==> config.mk <==
export PLATFORM = sky130hd
export DESIGN_NAME = reg_wb_arbiter
export DESIGN_NICKNAME = d
export VERILOG_FILES = /design/src/rtl/reg_wb_arbiter_pkg.sv /design/src/rtl/reg_wb_arbiter_rr_arb2.sv /design/src/rtl/reg_wb_arbiter.sv
export SDC_FILE = /design/constraint.sdc
export NUM_CORES = 1
export LEC_CHECK = 0
export CAP_MARGIN = 5
export CORE_MARGIN = 3
export CORE_UTILIZATION = 51
export CTS_BUF_LIST = sky130_fd_sc_hd__clkbuf_4 sky130_fd_sc_hd__clkbuf_8
export DETAILED_ROUTE_END_ITERATION = 8
export GPL_TIMING_DRIVEN = 0
export PLACE_DENSITY = 0.94
export SYNTH_ARGS = -nofsm -noshare
export SYNTH_HDL_FRONTEND = slang
export SYNTH_SLANG_ARGS = --single-unit
==> constraint.sdc <==
create_clock -name CLK -period 3.26 [get_ports CLK]
set_input_delay 0.815 -clock CLK [delete_from_list [all_inputs] [get_ports CLK]]
set_output_delay 0.815 -clock CLK [all_outputs]
set_load 0.1 [all_outputs]
==> src/rtl/reg_wb_arbiter_pkg.sv <==
// Shared types and constants for the register-file writeback arbiter.
package reg_wb_arbiter_pkg;

  typedef enum logic {REQ_ALU = 1'b0, REQ_LD = 1'b1} wb_src_t;

  localparam int kWbLatency = 1;

endpackage

==> src/rtl/reg_wb_arbiter_rr_arb2.sv <==
// Two-requester round-robin arbiter: req[0]=ALU, req[1]=LD; grant is combinational.
// The pointer moves only on a granted cycle; reset points at LD so ALU wins the first tie.
module rr_arb2
  import reg_wb_arbiter_pkg::*;
(
  input  logic       CLK,
  input  logic       reset,
  input  logic [1:0] req,
  output logic [1:0] gnt,
  output wb_src_t    last_grant
);

  always_comb begin
    gnt = req;
    if (&req) gnt = (last_grant == REQ_LD) ? 2'b01 : 2'b10;
  end

  always_ff @(posedge CLK) begin
    if (reset)
      last_grant <= REQ_LD;
    else if (|req)
      last_grant <= gnt[1] ? REQ_LD : REQ_ALU;
  end

endmodule

==> src/rtl/reg_wb_arbiter.sv <==
// Register-file write port arbiter (ALU vs load return) with a pending-load scoreboard.
// Optional REG_WB_BYPASS_EN adds fwd_hit/fwd_data forwarding of the write landing this cycle.
module reg_wb_arbiter
  import reg_wb_arbiter_pkg::*;
#(
  parameter int W = 8,
  parameter int D = 4
) (
  input  logic         CLK,
  input  logic         reset,
  input  logic         alu_valid,
  output logic         alu_ready,
  input  logic [D-1:0] alu_addr,
  input  logic [W-1:0] alu_data,
  input  logic         ld_valid,
  output logic         ld_ready,
  input  logic [D-1:0] ld_addr,
  input  logic [W-1:0] ld_data,
  input  logic         issue_en,
  input  logic [D-1:0] issue_addr,
  input  logic [D-1:0] query_addr,
  output logic         query_busy,
  output logic         rf_we,
  output logic [D-1:0] rf_waddr,
  output logic [W-1:0] rf_wdata,
  output logic         sb_err
`ifdef REG_WB_BYPASS_EN
  ,
  output logic         fwd_hit,
  output logic [W-1:0] fwd_data
`endif
);

  logic [1:0]      gnt;
  wb_src_t         last_grant;
  logic [2**D-1:0] busy;
  logic [2**D-1:0] busy_nxt;

  rr_arb2 u_arb (
    .CLK        (CLK),
    .reset      (reset),
    .req        ({ld_valid, alu_valid}),
    .gnt        (gnt),
    .last_grant (last_grant)
  );

  assign alu_ready  = gnt[0];
  assign ld_ready   = gnt[1];
  assign query_busy = busy[query_addr];

  // Under contention the winner must always be the source that did not win last.
  a_rr_alternate: assert property (@(posedge CLK) disable iff (reset)
    (alu_valid && ld_valid) |-> (gnt[1] == (last_grant == REQ_ALU)));

  always_ff @(posedge CLK) begin
    if (reset) begin
      rf_we    <= 1'b0;
      rf_waddr <= '0;
      rf_wdata <= '0;
    end else if (|gnt) begin
      rf_we    <= 1'b1;
      rf_waddr <= gnt[1] ? ld_addr : alu_addr;
      rf_wdata <= gnt[1] ? ld_data : alu_data;
    end else begin
      rf_we <= 1'b0;
    end
  end

  // Clear first, then set, so an issue to the register being returned keeps it busy.
  always_comb begin
    busy_nxt = busy;
    if (ld_valid && ld_ready) busy_nxt[ld_addr] = 1'b0;
    if (issue_en)             busy_nxt[issue_addr] = 1'b1;
  end

  always_ff @(posedge CLK) begin
    if (reset) begin
      busy   <= '0;
      sb_err <= 1'b0;
    end else begin
      busy <= busy_nxt;
      if (issue_en && busy[issue_addr]) sb_err <= 1'b1;
    end
  end

`ifdef REG_WB_BYPASS_EN
  assign fwd_hit  = rf_we && (rf_waddr == query_addr);
  assign fwd_data = rf_wdata;
`endif

endmodule

==> qor.yml <==
crit_path_max_fanout: 6
n_antenna_cell: 0
syn-instance-count: 182
timing.max_cap.violations: 0
fill_cells: 254
grt_use_total_pct: 23.5
worst-endpoint-arrival_ns: 2.37
place_congestion: 0.850
maxClockFrequency_mhz: 314
floorplan.core_area_um2: 3080
endpoint_kind: "primary output"
critPathTopFamily: "buffers and inverters"
count_of_yosys_warnings_during_synthesis: 0
final_cell_count_no_fill: 282
cell_at_the_slowest_stage_of_the_critical_path: "clkdlybuf4s15_2"
detail_route.iter0.violations: 139
die_w_um: 63.0
io_buffers: 49
slew_headroom_pct: 33.5
final_layout_size_suffix_gt1_share_pct: 9.66
grt_antenna_before_repair: 0
setup_viol: 0
ys_seq_area_share_pct: 37.5
post_route_setup_tns_ns: 0
worst_clock_skew_ns: 0.00339
dr.pass1.iters: 4
min_path_type: "reg2reg"
grt_start_max_net_pins: 11
post_drt_wl_per_cell_um: 15.6
cts_inserted_buffers: 5
detailedPlacementHpwl_um: 3310
synthesis.area_um2: 1660
post_cts.repair.setup_buffers: 0
area_growth_pct: 35.7
postSynthRegisterBits: 31
htree_levels: 2
critPathLaunchType: "primary input"
cts_resized: 15
first_global_vias: 1646
ir_drop_uv: 273
vias: 1672
pre_cts_ws_ns: -1.04
setup_slack_of_the_critical_path_after_layout_ns: 0.0789
floorplan.initialDensity_pct: 53.8
rsz0062_at_grt: "false"
rrSetupSlack_ns: 1.64
drc_errors: 0
pin_count: 54
worst_ep_required_time_ns: 2.44
clk_path_buf_depth: 2
drt.antenna.violating_nets: 0
syn_nets: 219
grt_overflow: 0
number_of_cells_after_detailed_placement: 275
cellLeakagePower_uw: 0.000838
cts.clk_slew.worst_paths_ns: 0.09
worstPathBufferInverterCount: 3
crit_path_max_incr_delay_ns: 0.58
grt_first_pass_wirelength_um: 7470
worstSetupPathType: "in2out"
number_of_pins_exceeding_their_max_slew_limit_in_the_final_report: 0
clock-root-buffer: "clkbuf_4"
timing.final.crit_share_pct: 97.6
fin_crit_ns: 3.18
yosys.cell_types.count: 32
clock_latency_on_the_worst_skew_pair_ns: 0.32
nNetsFinal: 275
vias_per_cell: 5.93
run_status: "completed"
timing_hold_violations_final: 0
p_per_area_nw_per_um2: 411
cts_hold_buf: 0
syn-mean-instance-area_um2: 9.10
design.die.area_um2: 3970
rows: 20
numClockSinks: 31
die_h_um: 63.0
worst_pin_slew_ns: 0.994
totalWireLength_um: 4390
path_cells: "clkdlybuf4s50_1 -> a21bo_2 -> inv_1 -> clkdlybuf4s15_2"
cts_tree: "yes"
## metal layers
metal	track usage [%]	share of wire, %	up-vias
met5	0	0	-
met4	10.7	2.4	0
met3	7.55	9.9	16
met2	36.6	45	91
met1	29.4	43	774
li1	-	-	791
## state kept, by name, summed over array words and instances (netlist names)
register          flops
rf_we                 1
u_arb.last_grant      1
busy                 16
rf_waddr              4
sb_err                1
rf_wdata              8
## Yosys cell counts
| master | n | area share (%) |
|---|---|---|
| a2111oi_0 | 9 | 4.8 |
| a21bo_2 | 1 | 0.60 |
| a21oi_1 | 17 | 5.1 |
| a311o_1 | 1 | 0.60 |
| and2_1 | 1 | 0.38 |
| and3_1 | 1 | 0.38 |
| buf_2 | 3 | 0.91 |
| buf_4 | 2 | 0.91 |
| buf_6 | 1 | 0.68 |
| clkbuf_1 | 6 | 1.4 |
| dfxtp_1 | 31 | 37 |
| inv_1 | 3 | 0.68 |
| mux2i_1 | 10 | 6.0 |
| mux4_1 | 6 | 9.5 |
| mux4_2 | 2 | 2.7 |
| nand2_1 | 16 | 3.6 |
| nand2b_1 | 4 | 1.5 |
| nand3_1 | 3 | 0.91 |
| nand3b_1 | 3 | 1.4 |
| nand4_1 | 1 | 0.38 |
| nand4b_1 | 1 | 0.53 |
| nor2_1 | 16 | 3.6 |
| nor2b_1 | 6 | 2.3 |
| nor3_1 | 6 | 1.8 |
| nor3b_1 | 8 | 3.6 |
| nor4_1 | 2 | 0.76 |
| nor4b_1 | 1 | 0.53 |
| nor4bb_1 | 1 | 0.60 |
| o21ai_0 | 16 | 4.8 |
| o22ai_1 | 2 | 0.76 |
| or2_2 | 1 | 0.38 |
| or3_1 | 1 | 0.38 |
## worst register-to-register path: stages (launching register included)
cell and delay (ns):
dfxtp_1 0.32, clkbuf_1 0.23, a21bo_2 0.30, or3_1 0.37, o21ai_0 0.18, a21oi_1 0.09
## power breakdown
group	internal (uW)	total [uW]	switching [uW]
Combinational	98.4	290	192
Sequential	398	409	10.5
Clock	99.8	225	125
## cells in the final DEF (no fill, tap or decap), drive strengths merged
| cell type | n |
|---|---|
| and2 | 1 |
| dfxtp | 31 |
| buf | 8 |
| nor4 | 2 |
| clkdlybuf4s15 | 2 |
| and3 | 1 |
| nand2 | 16 |
| nand3b | 3 |
| nor2 | 16 |
| clkdlybuf4s50 | 44 |
| or3 | 1 |
| nor2b | 6 |
| nor3 | 6 |
| nor3b | 8 |
| inv | 3 |
| a21bo | 1 |
| nand2b | 4 |
| o21ai | 16 |
| dlymetal6s2s | 1 |
| clkinv | 1 |
| a311o | 1 |
| clkbuf | 12 |
| mux2i | 10 |
| or2 | 1 |
| mux4 | 8 |
| nor4bb | 1 |
| nand4 | 1 |
| nand3 | 3 |
| a21oi | 17 |
| a2111oi | 9 |
| nor4b | 1 |
| o22ai | 2 |
| nand4b | 1 |
## per-stage QoR
step	utilization, %	instance area [um2]	power [uW]	hold WS [ns]
floorplan	-	1660	609	0.457
global placement	71.5	2200	704	0.477
detailed placement	71.5	2200	707	0.488
CTS	73.4	2260	925	0.500
global route	73.0	2250	963	0.514
finish	73.0	2250	923	0.500
## final timing paths
path                                       start       end  cells past startpoint
worst max-delay path                    ld_valid  ld_ready                      4
worst min-delay path                    busy[13]  busy[13]                      2
worst max register to register  u_arb.last_grant   busy[2]                      5
worst min register to register          busy[13]  busy[13]                      2
## layout make-up
type	instances	area, um2	area share (%)
flip-flops and latches	31	621	27.6
well taps	44	55.1	2.45
multi-input cells	136	953	42.4
plain buffers	12	63.8	2.84
repair buffers	49	488	21.7
clock inverters	1	5.00	0.223
clock buffers	6	51.3	2.28
inverters	3	11.3	0.501
## kinds of logic after synthesis
logic type | Yosys count | share of synthesized area (%)
flip-flops | 31 | 37.5
AND/OR/NAND/NOR | 72 | 23.0
AO/OA/AOI/OAI | 46 | 16.7
buffers and inverters | 15 | 4.53
multiplexers | 18 | 18.3
(Power assumes the default switching activity.)
